===== src/rtl/spi_slave_if_if.sv =====
// Bus between the SPI slave front-end, the external SPI master pins and the RAM port.
interface spi_slave_if_if #(
    parameter int WORD_SIZE = 8
);
    logic                 ss_n;
    logic                 mosi;
    logic                 miso;
    logic [WORD_SIZE+1:0] rx_data;
    logic                 rx_valid;
    logic [WORD_SIZE-1:0] tx_data;
    logic                 tx_valid;

    modport slave (
        input  ss_n, mosi, tx_data, tx_valid,
        output miso, rx_data, rx_valid
    );

    modport master (
        output ss_n, mosi, tx_data, tx_valid,
        input  miso, rx_data, rx_valid
    );
endinterface


===== src/rtl/spi_slave_if.sv =====
// SPI slave front-end: deserialises 10-bit RAM commands from MOSI and
// serialises the RAM read word back on MISO, all on the rising SPI clock.
module spi_slave_if #(
    parameter int WORD_SIZE = 8
) (
    input  logic             clk,
    input  logic             arst,
    spi_slave_if_if.slave    bus
);
    localparam int CW    = WORD_SIZE + 2;
    localparam int CNT_W = $clog2(CW + 1);
    localparam int TXC_W = $clog2(WORD_SIZE);

    typedef enum logic [2:0] {
        IDLE,
        CHK_CMD,
        WRITE,
        READ_ADD,
        READ_DATA
    } state_t;

    state_t               state, state_nxt;
    logic [CNT_W-1:0]     bit_cnt;
    logic [CW-2:0]        rx_shift;
    logic [CW-1:0]        rx_data_q;
    logic                 rx_valid_q;
    logic                 miso_q;
    logic                 rd_addr_held;
    logic [WORD_SIZE-2:0] tx_shift;
    logic [TXC_W-1:0]     tx_cnt;
    logic                 tx_busy;
    logic                 tx_done;
    logic                 in_word;
    logic                 word_done;
    logic                 tx_load;

    always_ff @(posedge clk or posedge arst) begin
        if (arst) state <= IDLE;
        else      state <= state_nxt;
    end

    always_comb begin
        state_nxt = state;
        in_word   = (state == WRITE) || (state == READ_ADD) || (state == READ_DATA);
        word_done = 1'b0;
        tx_load   = 1'b0;
        if (bus.ss_n) begin
            state_nxt = IDLE;
        end else begin
            case (state)
                IDLE:    state_nxt = CHK_CMD;
                CHK_CMD: begin
                    if (!bus.mosi)        state_nxt = WRITE;
                    else if (rd_addr_held) state_nxt = READ_DATA;
                    else                   state_nxt = READ_ADD;
                end
                default: state_nxt = state;
            endcase
            word_done = in_word && (bit_cnt == CNT_W'(CW - 1));
            // Read data is only accepted once, after the command word is out.
            tx_load   = (state == READ_DATA) && (bit_cnt == CNT_W'(CW)) &&
                        !tx_busy && !tx_done && bus.tx_valid;
        end
    end

    always_ff @(posedge clk or posedge arst) begin
        if (arst) begin
            bit_cnt      <= '0;
            rx_shift     <= '0;
            rx_data_q    <= '0;
            rx_valid_q   <= 1'b0;
            miso_q       <= 1'b0;
            rd_addr_held <= 1'b0;
            tx_shift     <= '0;
            tx_cnt       <= '0;
            tx_busy      <= 1'b0;
            tx_done      <= 1'b0;
        end else begin
            rx_valid_q <= 1'b0;
            if (bus.ss_n) begin
                bit_cnt  <= '0;
                rx_shift <= '0;
                tx_cnt   <= '0;
                tx_busy  <= 1'b0;
                tx_done  <= 1'b0;
                miso_q   <= 1'b0;
            end else begin
                if (state == CHK_CMD) begin
                    rx_shift <= {{(CW-2){1'b0}}, bus.mosi};
                    bit_cnt  <= CNT_W'(1);
                end else if (in_word && (bit_cnt < CNT_W'(CW))) begin
                    rx_shift <= {rx_shift[CW-3:0], bus.mosi};
                    bit_cnt  <= bit_cnt + CNT_W'(1);
                end

                if (word_done) begin
                    rx_data_q  <= {rx_shift, bus.mosi};
                    rx_valid_q <= 1'b1;
                    if (state == READ_ADD)       rd_addr_held <= 1'b1;
                    else if (state == READ_DATA) rd_addr_held <= 1'b0;
                end

                // MSB goes straight to miso; the shifter keeps only the rest.
                if (tx_load) begin
                    tx_shift <= bus.tx_data[WORD_SIZE-2:0];
                    miso_q   <= bus.tx_data[WORD_SIZE-1];
                    tx_cnt   <= TXC_W'(WORD_SIZE - 1);
                    tx_busy  <= 1'b1;
                end else if (tx_busy) begin
                    if (tx_cnt != '0) begin
                        miso_q   <= tx_shift[WORD_SIZE-2];
                        tx_shift <= tx_shift << 1;
                        tx_cnt   <= tx_cnt - TXC_W'(1);
                    end else begin
                        miso_q  <= 1'b0;
                        tx_busy <= 1'b0;
                        tx_done <= 1'b1;
                    end
                end
            end
        end
    end

    assign bus.miso     = miso_q;
    assign bus.rx_data  = rx_data_q;
    assign bus.rx_valid = rx_valid_q;
endmodule


===== src/flat_wrapper.sv =====
// flat-port wrapper written by rule: the top's interface ports become plain ports
module spi_slave_if_flat 
#(
    parameter int WORD_SIZE = 8
)
  (clk, arst, bus_ss_n, bus_mosi, bus_tx_data, bus_tx_valid, bus_miso, bus_rx_data, bus_rx_valid);
  spi_slave_if_if #(.WORD_SIZE(WORD_SIZE)) bus_i ();
  input  logic clk;
  input  logic arst;
  input wire logic [$bits(bus_i.ss_n)-1:0] bus_ss_n;
  input wire logic [$bits(bus_i.mosi)-1:0] bus_mosi;
  input wire logic [$bits(bus_i.tx_data)-1:0] bus_tx_data;
  input wire logic [$bits(bus_i.tx_valid)-1:0] bus_tx_valid;
  output wire logic [$bits(bus_i.miso)-1:0] bus_miso;
  output wire logic [$bits(bus_i.rx_data)-1:0] bus_rx_data;
  output wire logic [$bits(bus_i.rx_valid)-1:0] bus_rx_valid;
  assign bus_i.ss_n = bus_ss_n;
  assign bus_i.mosi = bus_mosi;
  assign bus_i.tx_data = bus_tx_data;
  assign bus_i.tx_valid = bus_tx_valid;
  assign bus_miso = bus_i.miso;
  assign bus_rx_data = bus_i.rx_data;
  assign bus_rx_valid = bus_i.rx_valid;
  spi_slave_if #(.WORD_SIZE(WORD_SIZE)) u_core (.clk(clk), .arst(arst), .bus(bus_i));
endmodule

===== config.mk =====
export PLATFORM = sky130hd
export DESIGN_NAME = spi_slave_if_flat
export DESIGN_NICKNAME = d
export VERILOG_FILES = /design/src/rtl/spi_slave_if_if.sv /design/src/rtl/spi_slave_if.sv /design/src/flat_wrapper.sv
export SDC_FILE = /design/constraint.sdc
export NUM_CORES = 1
export LEC_CHECK = 0
export ABC_CLOCK_PERIOD_IN_PS = 4200
export BUFFER_PORTS_ARGS = -buffer_cell sky130_fd_sc_hd__buf_2
export CAP_MARGIN = 15
export CORE_MARGIN = 4
export CORE_UTILIZATION = 40
export CTS_CLUSTER_SIZE = 25
export DETAILED_ROUTE_END_ITERATION = 8
export PLACE_DENSITY = 0.65
export SYNTH_ARGS = -nofsm -noshare
export SYNTH_HDL_FRONTEND = slang
export SYNTH_SLANG_ARGS = --single-unit

===== constraint.sdc =====
create_clock -name clk -period 4.2 [get_ports clk]
set_clock_uncertainty 0.05 [all_clocks]
set_input_delay 0.63 -clock clk [delete_from_list [all_inputs] [get_ports clk]]
set_output_delay 0.63 -clock clk [all_outputs]
set_load 0.1 [all_outputs]

==> results summary <==
The flow ran to the end, and the final reports show no timing, DRC or antenna violations. The number of maximum-capacitance violations came out at 0. The post-synthesis net count is 191.

The internal power component came out at 0.579 mW. The clock passes through at most 2 buffers. The maximum number of pins on one net before global-route repair is 42. The length of the first detailed-routing pass in iterations came out at 4. The synthesized netlist devotes 15.9% of its cell area to compound gates. The die is 76.8 µm tall. The share of final-layout standard cells stronger than drive strength 1 came out at 26.0%.

The post-route fraction of the period consumed by the critical path came out at 53.6%. In this run, synthesis inferred 0 flip-flops with an integrated enable. The number of antenna diodes came out at 0.

dfrtp_1 is the most common cell in the netlist. For this run, the top clock speed supported by timing is 0.444 GHz. The number of buffers added for setup after CTS is 0. The port buffer count came out at 24.

The global-route wire length before repair is 6130 µm. The final-stage net count is 217. The top cell type by area accounts for 54.2% of the synthesized area.

The capturing element type of the critical path is a flop. The finished cells cover 0.00216 mm². The mean cell area of the mapped netlist came out at 10.9 µm².

The total I/O pin count is 25. The peak fanout along the critical path came out at 13. STA puts the critical path data required time at 4.30 ns. The static leakage is 1.04 nW. The post-CTS clock slew at the launch and capture registers of the worst setup and hold paths is 0.07 ns. Compared with the post-synthesis result, the final layout area differs by 14.3%. The remaining global-route overflow is 0. The power share of the sequential group came out at 56.1%. At the pin with the least slew margin, the transition time is 0.496 ns. The worst register-to-register path begins at u_core.bit_cnt[0]. The number of hold violations in the final report came out at 0. The post-synthesis cell area is 0.00189 mm². Once layout is complete, the cells apart from fillers number 252. The routed length per instance is 13.6 µm. The count of warnings emitted by yosys came out at 0. For this block, the via count after detailed routing is 1331. STA classifies the critical path startpoint as a flop. The synthesized netlist devotes 3.83% of its cell area to adder and majority cells. The worst-case reg-to-reg path depth came out at 6. Sorting the synthesized cells by area gives the leading types as dfrtp_1, mux2_2, o22a_1. The final setup TNS came out at 0 ns. The cell count after placement is 244. The power density of the placed cells came out at 347 mW/mm². The post-synthesis share of cell area spent on and, or, nand and nor gates is 13.5%.

From left edge to right edge, the die measures 76.8 µm. The relative slew slack came out at 66.9%. The number of instances in the synthesized netlist came out at 173. In this run, post-CTS hold repair placed 0 buffers. STA puts the critical path data arrival time at 2.35 ns.

The initial antenna violation count was 0. Setup repair after global routing left no endpoint under its margin. At the end of the flow the core is filled with cells to 48.4%. The biggest area consumer among synthesized cells is dfrtp_1.

The total power after layout came out at 0.751 mW. The sequential cell area fraction in the yosys report came out at 54.2%. The starting density of the core came out at 42.3%. The instance area after placement is 0.00206 mm². After legalization and detailed placement, the total HPWL measured 2410 µm. The post-synthesis register bit count came out at 41.

The number of buffers added by the clock tree synthesis step is 5. The tree is rooted in a clkbuf_8. Counting instances in the post-synthesis netlist gives the leading cell types as dfrtp_1, o21ai_0, nand2_1, nand3_1, o22a_1.

For this design the total switching power over the nets is 0.172 mW. The worst setup path is of the flop to flop kind. The primary flip-flop cell chosen by synthesis mapping is dfrtp_1. The dominant combinational cell family by area after synthesis is compound AO/OA/AOI/OAI gates. In this run the worst hold path is classified as input port to async pin. The mux contribution to synthesized area came out at 7.07%. The final setup violation count came out at 0. In this run the remaining antenna-violating nets after routing total 0.

The count of final max-slew check failures is 0. The portion of total power attributed to the clock network came out at 36.4%. The number of placement rows is 24. The final wirelength came out at 3430 µm. For this block, the initial DRC count from the detailed router was 82. The core region is 0.00447 mm².

The time the worst path needs with I/O delays and setup is 2.25 ns. The placer congestion estimate is 0.736. The clock reaches the later pin of the worst-skew pair after 0.28 ns.

IR analysis of the VDD net gives a maximum drop of 0.000251 V. The distinct cell type count of the synthesized netlist is 33. The floorplan step defined a die boundary enclosing 0.00590 mm². In the routed layout, each cell is associated on average with a via count of 5.28.

The number of filler instances in the final layout came out at 420. The number of gates resized after CTS was 0. The via count of the first global-routing pass was 1361. The fraction of synthesized cell area in xor and xnor cells came out at 0.925%. In this run the worst setup path begins at u_core.bit_cnt[0].

The clock tree from TritonCTS is built. The share of total power consumed by net switching is 22.9%. The count of unresolved DRC violations after routing came out at 0. The clock sink total came out at 41.

Per report_power, the combinational group accounts for 7.5% of the total. The overall routing resource usage came out at 12.6%. The fraction of registers with async set or reset after synthesis is 100%. The deepest level of the CTS H-tree came out at 2.
[worst max-delay path, stage by stage (launching register included)]
cell and delay [ns]:
dfrtp_1 0.48, inv_1 0.12, ha_1 0.16, nor4bb_1 0.35, nand4b_2 0.37, a21oi_2 0.43, o32ai_1 0.15
[placed cells by master (no fill, tap or decap), types with 2 or more instances in the layout]
cell type   n
a21oi_1     8
a31oi_1     3
and2_1      2
buf_2      24
buf_4       4
clkbuf_8    7
dfrtp_1    41
ha_1        5
inv_1      11
mux2_2     11
nand2_1    12
nand2b_1    4
nand3_1    12
nor2_1      9
nor3_1      2
o21a_1      2
o21ai_0    13
o22a_1     12
xnor2_1     2
[kinds of logic after synthesis]
kind of cell    count (synthesis)
fa+ha+maj                       6
simple gates                   47
flops                          41
mux                            12
buf+inv                        20
xor+xnor                        2
compound gates                 45
[worst paths after layout]
kind	end	slack [ns]
min in group clk	u_core.bus.rx_data[1]	0.45
setup reg to reg	u_core.tx_shift[0]	1.95
max in group asynchronous	u_core.bus.rx_data[3]	3.36
hold reg to reg	u_core.bus.rx_data[1]	0.45
hold / removal	u_core.bus.rx_valid	0.41
setup / recovery	u_core.tx_shift[0]	1.95
[registers in the layout (all words and copies together) (netlist names)]
name	cells
u_core.tx_busy	1
u_core.bus.miso	1
u_core.rd_addr_held	1
u_core.tx_done	1
u_core.tx_shift	7
u_core.rx_shift	9
u_core.bit_cnt	4
u_core.state	3
u_core.bus.rx_data	10
u_core.bus.rx_valid	1
u_core.tx_cnt	3
[power groups by stage]
stage / combinational (mW) / sequential [mW] / clock [mW]
2_1_floorplan: 0.0432 / 0.423 / 0
3_3_place_gp: 0.0569 / 0.428 / 0
3_5_place_dp: 0.0580 / 0.428 / 0
4_1_cts: 0.0583 / 0.421 / 0.283
5_1_grt: 0.0647 / 0.423 / 0.299
6_report: 0.0564 / 0.421 / 0.273
[cell type report]
type                            instances  area, µm²  share of cell area, %
Multi-Input combinational cell        112        779                   36.0
Sequential cell                        41       1030                   47.4
Timing Repair Buffer                   28        150                   6.94
Inverter                               11       41.3                   1.91
Clock buffer                            7       96.3                   4.45
Tap cell                               52       65.1                   3.01
Clock inverter                          1       5.00                  0.231
[per-layer routing]
layer	vias to the layer above	GRT usage, %	share of wire (%)
met5	-	0	0
met4	0	3.26	0.67
met3	5	3.51	3.4
met2	22	21.1	48
met1	640	16.2	48
li1	664	-	-
[through the flow]
stage / hold WS (ns) / setup WS, ns
after CTS: 0.422 / 1.94
after floorplan: 0.413 / 2.41
after global routing: 0.453 / 1.82
after global placement: 0.437 / 1.94
after detailed placement: 0.443 / 1.94
final: 0.406 / 1.95
Note: power is estimated with default switching activity, not from simulation.
